**config.mk**
```make
export PLATFORM = sky130hd
export DESIGN_NAME = bcd_adder_behav_flat
export DESIGN_NICKNAME = d
export VERILOG_FILES = /design/src/rtl/bcd_adder_behav_if.sv /design/src/rtl/bcd_adder_behav.sv /design/src/flat_wrapper.sv
export SDC_FILE = /design/constraint.sdc
export NUM_CORES = 1
export LEC_CHECK = 0
export ABC_CLOCK_PERIOD_IN_PS = 6800
export BUFFER_PORTS_ARGS = -buffer_cell sky130_fd_sc_hd__clkbuf_2
export CAP_MARGIN = 20
export CELL_PAD_IN_SITES_DETAIL_PLACEMENT = 1
export CELL_PAD_IN_SITES_GLOBAL_PLACEMENT = 2
export CORE_ASPECT_RATIO = 1.25
export CORE_UTILIZATION = 27
export DETAILED_ROUTE_END_ITERATION = 6
export GPL_ROUTABILITY_DRIVEN = 0
export PLACE_DENSITY = 0.89
export SLEW_MARGIN = 20
export SYNTH_ARGS = -nofsm -noshare
export SYNTH_HDL_FRONTEND = slang
export SYNTH_SLANG_ARGS = --single-unit
```
**constraint.sdc**
```tcl
create_clock -name clk -period 6.8 [get_ports clk]
set_input_delay 0.68 -clock clk [delete_from_list [all_inputs] [get_ports clk]]
set_output_delay 0.68 -clock clk [all_outputs]
set_load 0.05 [all_outputs]
```
**src/rtl/bcd_adder_behav_if.sv**
```systemverilog
// Operand/result bundle for the single-digit BCD adder.
// Master drives operands and consumes the registered result.
interface bcd_adder_behav_if;
  logic       in_valid;
  logic [3:0] a;
  logic [3:0] b;
  logic       c0;
  logic       sub;
  logic [3:0] s;
  logic       cout;
  logic       err;
  logic       out_valid;

  modport master (
    output in_valid, a, b, c0, sub,
    input  s, cout, err, out_valid
  );

  modport slave (
    input  in_valid, a, b, c0, sub,
    output s, cout, err, out_valid
  );
endinterface

```
**src/rtl/bcd_adder_behav.sv**
```systemverilog
// Registered single-digit BCD adder, one result per captured operand pair.
// Define BCD_SUB_EN to honour sub (nine's-complement subtract path).
module bcd_adder_behav (
  input  logic               clk,
  input  logic               rst,
  bcd_adder_behav_if.slave   bus
);

  logic [3:0] bo;
  logic [4:0] t;
  logic [4:0] t_adj;

  logic [3:0] s_d, s_q;
  logic       cout_d, cout_q;
  logic       err_d, err_q;
  logic       valid_d, valid_q;

`ifdef BCD_SUB_EN
  always_comb begin
    bo = bus.b;
    if (bus.sub) bo = 4'd9 - bus.b;
  end
`else
  logic unused_sub;
  assign unused_sub = bus.sub;
  assign bo = bus.b;
`endif

  // 5-bit sum keeps out-of-range operands from wrapping before correction
  assign t     = {1'b0, bus.a} + {1'b0, bo} + {4'd0, bus.c0};
  assign t_adj = t + 5'd6;

  always_comb begin
    s_d     = s_q;
    cout_d  = cout_q;
    err_d   = err_q;
    valid_d = bus.in_valid;
    if (bus.in_valid) begin
      err_d = (bus.a > 4'd9) || (bus.b > 4'd9);
      if (t > 5'd9) begin
        s_d    = t_adj[3:0];
        cout_d = 1'b1;
      end else begin
        s_d    = t[3:0];
        cout_d = 1'b0;
      end
    end
  end

  always_ff @(posedge clk) begin
    if (rst) begin
      s_q     <= 4'd0;
      cout_q  <= 1'b0;
      err_q   <= 1'b0;
      valid_q <= 1'b0;
    end else begin
      s_q     <= s_d;
      cout_q  <= cout_d;
      err_q   <= err_d;
      valid_q <= valid_d;
    end
  end

  assign bus.s         = s_q;
  assign bus.cout      = cout_q;
  assign bus.err       = err_q;
  assign bus.out_valid = valid_q;

endmodule

```
**src/flat_wrapper.sv**
```systemverilog
// flat-port wrapper written by rule: the top's interface ports become plain ports
module bcd_adder_behav_flat 
  (clk, rst, bus_in_valid, bus_a, bus_b, bus_c0, bus_sub, bus_s, bus_cout, bus_err, bus_out_valid);
  bcd_adder_behav_if bus_i ();
  input  logic clk;
  input  logic rst;
  input wire logic [$bits(bus_i.in_valid)-1:0] bus_in_valid;
  input wire logic [$bits(bus_i.a)-1:0] bus_a;
  input wire logic [$bits(bus_i.b)-1:0] bus_b;
  input wire logic [$bits(bus_i.c0)-1:0] bus_c0;
  input wire logic [$bits(bus_i.sub)-1:0] bus_sub;
  output wire logic [$bits(bus_i.s)-1:0] bus_s;
  output wire logic [$bits(bus_i.cout)-1:0] bus_cout;
  output wire logic [$bits(bus_i.err)-1:0] bus_err;
  output wire logic [$bits(bus_i.out_valid)-1:0] bus_out_valid;
  assign bus_i.in_valid = bus_in_valid;
  assign bus_i.a = bus_a;
  assign bus_i.b = bus_b;
  assign bus_i.c0 = bus_c0;
  assign bus_i.sub = bus_sub;
  assign bus_s = bus_i.s;
  assign bus_cout = bus_i.cout;
  assign bus_err = bus_i.err;
  assign bus_out_valid = bus_i.out_valid;
  bcd_adder_behav u_core (.clk(clk), .rst(rst), .bus(bus_i));
endmodule
```
Yosys cells after proc, flatten, opt, wreduce, memory -nomap -nowiden
Cells that the tools add are included.

cells by class
  magnitude comparators = 3
  add/sub/neg operators = 3
  reduce and logical (&&, ||, !) cells = 1
  multiplexer cells = 2

operators by type and width
  operator               number
  $gt A4 B4 Y1 const B   2
  $add A4 B4 Y5          1
  $add A5 B1 Y5          1
  $gt A5 B4 Y1 const B   1
  $add A4 B3 Y4 const B  1
  $mux W4                1
  $logic_or A1 B1 Y1     1
  $mux W1                1

word-level totals
  input bits = 13
  register bits after elaboration = 7
  output and inout bits = 7
  word-level logic and storage cells = 13

Logic depth before layout (Yosys ltp)
  depth in word-level cells = 4
  depth in mapped cells = 7
  depth with buffers taken out = 7

Least setup slack after synthesis
OpenSTA, ideal clock, no wires.

  path kind = in2reg
  from = in bus_c0
  to = reg u_core.s_q[1] (netlist: u_core.bus.s[1])
  setup slack = 4.117 ns
  data arrival time = 2.604 ns
  data required time = 6.721 ns
  library setup time = 0.079 ns
  buffers on the path = 0
  stages = 6
  path through = fa_1 -> fa_1 -> inv_1 -> ha_1 -> or4_1 -> o211ai_1

on the way
  cells in the longest elaborated chain, start to end = 3
  elaborated cells between the ends (all ways) = 4
  those cells by class = 2 x add/sub; 1 x order compare; 1 x mux

ends and longest elaborated chain
  what                                           RTL line                                      RTL
  start: declaration                             flat_wrapper.sv:10                            input wire logic [$bits(bus_i.c0)-1:0] bus_c0;
  $add A5 B1 Y5 (*)                              bcd_adder_behav.sv:30                         assign t = {1'b0, bus.a} + {1'b0, bo} + {4'd0, bus.c0};
  $add A4 B3 Y4 or $gt A5 B4 Y1 (tied branches)  bcd_adder_behav.sv:31, bcd_adder_behav.sv:40
  $mux W4 (*)                                    bcd_adder_behav.sv:40                         if (t > 5'd9) begin
  end signal: assignment                         bcd_adder_behav.sv:52                         s_q <= 4'd0;
  end signal: assignment                         bcd_adder_behav.sv:57                         s_q <= s_d;
  end: declaration                               bcd_adder_behav.sv:13                         logic [3:0] s_d, s_q;

Every way passes the cells marked *; elsewhere a longest branch is shown, timed or not.
A chain may end at the register's enable or synchronous reset.

Worst setup path after layout
Same ends and word-level chain as after synthesis.

==> impl_metrics.py <==
metrics = {
    "outcome": {
        "status": "complete, no violations",
    },
    "global_route": {
        "grt_util_all_layers": 0.139,
        "antenna_found_initial": 0,
        "grt_pass1_wl_um": 1860,
        "grt_overflow_total": 0,
        "grt_max_degree": 11,
        "grt_pass1_vias": 449,
    },
    "floorplan": {
        "initial_core_util": 0.294,
        "core_mm2": 0.00160,
        "ioPinCount": 20,
        "die_w_um": 39.3,
        "die_h_um": 48.7,
        "dieArea_mm2": 0.00191,
        "num_rows": 16,
    },
    "sta": {
        "fmax_mhz": 375,
        "finalHoldViolCount": 0,
        "tightest_slew_ns": 0.479,
        "setup_ws_ns": 4.14,
        "finClkSkew_ns": 0,
        "drv_slew": 0,
        "fin_crit_sh": 0.392,
        "max_slew_margin": 0.681,
        "whs_ns": 0.494,
        "setup-tns-final_ns": 0,
        "grt_setup_unrepaired": "no",
        "setup_viol": 0,
        "fin_crit_ns": 2.66,
    },
    "power": {
        "leakagePower_nw": 0.286,
        "irDropWorstVdd_uv": 143,
        "powerDensity_mw_per_mm2": 248,
        "p_total_mw": 0.150,
    },
    "detailed_routing": {
        "drtPass1Iterations": 4,
        "wl_per_cell_um": 12.1,
        "avgViaCountPerCell": 5.23,
        "drt_iter0_drc": 3,
        "drc": 0,
        "routed_wl_um": 1070,
        "ant_nets": 0,
        "vias": 460,
    },
    "final_layout": {
        "fillerInstances": 214,
        "final_core_util": 0.377,
        "antennaDiodeCount": 0,
        "fin_nets": 90,
        "layout-drive-gt1-share": 0.357,
        "fin_cells": 88,
        "syn_to_final_growth_pct": 28.5,
        "fin_area_um2": 604,
    },
    "synthesis": {
        "synth_cell_types": 28,
        "synth_nets": 68,
        "yosysWarnings": 0,
        "synth_edf_count": 0,
        "synthCells": 49,
        "yosysSeqAreaShare": 0.298,
        "avgSynthCellArea_um2": 9.60,
        "syn-cell-area_um2": 470,
        "ys.flop_type": "dfxtp_1",
        "ys_async_sr_fraction": 0,
        "ys_ff_latch": 7,
    },
    "placed_design": {
        "dp.cells": 84,
        "place_ws_ns": 3.87,
        "dpl_cell_area_um2": 578,
        "io_buffers": 18,
        "dp_hpwl_um": 902,
    },
    "clocking": {
        "post_cts_buffers": 0,
        "cts-resized-gates": 0,
        "cts_hold_buf": 0,
        "cts-root-buf": "clkbuf_4",
        "clk_latency_ns": 0.25,
        "htree_levels": 1,
        "cts_buffer_depth": 2,
        "cts_tree": "built",
        "clk_pin_slew_ns": 0.05,
        "cts_buffers": 3,
        "cts.sinks": 7,
    },
    "critical_path": {
        "critPathKind": "input pin to register",
        "critPathCaptureType": "register",
        "path_cells": "clkbuf_2 -> fa_1 -> fa_1 -> inv_1 -> ha_1 -> or4_1 -> o211ai_1",
        "required_ns": 6.97,
        "start_kind": "input pin",
        "max_stage_delay_ns": 0.57,
        "crit_fanout": 5,
        "arrival_ns": 2.84,
        "critical-path-slowest-cell": "fa_1",
        "crit_top_cell": "fa_1",
    },
    "job": {
        "drv_cap": 0,
    },
    "worst_hold_path": {
        "hold_class": "register to register",
    },
}
==> sequential cells by signal, indices dropped and copies added, names as in the netlist <==
signal / count
u_core.bus.err: 1
u_core.bus.cout: 1
u_core.bus.s: 4
u_core.bus.out_valid: 1
==> placed cells by master, fill, tap and decap left out, types with 2 or more instances in the layout <==
cell type / synthesis / routed
fa_1: 2 / 2
o21ai_0: 2 / 2
ha_1: 4 / 4
mux2i_1: 2 / 2
clkbuf_4: 0 / 3
a21oi_1: 4 / 4
inv_1: 2 / 2
nor2_1: 6 / 6
clkbuf_2: 0 / 18
dfxtp_1: 7 / 7
==> cell usage after synthesis (2+ instances only) <==
library cell | number | share of area
ha_1 | 4 | 0.11
mux2i_1 | 2 | 0.043
nor2_1 | 6 | 0.048
inv_1 | 2 | 0.016
o21ai_0 | 2 | 0.021
a21oi_1 | 4 | 0.043
dfxtp_1 | 7 | 0.30
fa_1 | 2 | 0.085
==> where the power goes <==
group	internal (mW)	switching [mW]
clock network	0.0224	0.0152
logic	0.0215	0.0417
registers	0.0465	0.00269
total	0.0904	0.0596
==> area by class of cell <==
| class | instances | area, um^2 | area share |
|---|---|---|---|
| inverters | 2 | 7.51 | 0.0124 |
| multi-input cells | 39 | 318 | 0.526 |
| clock buffers | 4 | 26.3 | 0.0435 |
| repair buffers | 18 | 90.1 | 0.149 |
| flip-flops and latches | 7 | 140 | 0.232 |
| well taps | 18 | 22.5 | 0.0373 |
==> routing by layer <==
metal	vias up	global-route usage	wire length, um
met3	2	0.0688	71
met4	0	0.0517	12
met2	20	0.206	528
met5	-	0	0
met1	210	0.169	451
li1	228	-	-
==> worst max-delay path, delay by kind of cell <==
kind	cells	cell delay, ns
and+or+nand+nor	1	0.53
AOI/OAI and AO/OA	1	0.17
buffers and inverters	2	0.19
adders and majority gates	3	1.27
==> final timing paths <==
path | start | end | slack, ns | cells after the start
setup / recovery | bus_c0 | u_core.bus.s[1] | 4.14 | 7
hold reg to reg | u_core.bus.s[0] | u_core.bus.s[0] | 0.49 | 2
hold / removal | u_core.bus.s[0] | u_core.bus.s[0] | 0.49 | 2
setup reg to reg | u_core.bus.s[1] | u_core.bus.s[1] | 5.96 | 4
==> kinds of logic (layout without fill, tap and decap cells) <==
family,count (synthesis),count (layout),synth area share
AO/OA/AOI/OAI,18,18,0.282
XOR/XNOR,2,2,0.0372
adder cells (fa/ha/maj),6,6,0.191
buffers and inverters,3,24,0.0266
flip-flops,7,7,0.298
multiplexers,2,2,0.0426
AND/OR/NAND/NOR,11,11,0.122
(Power assumes the default switching activity.)
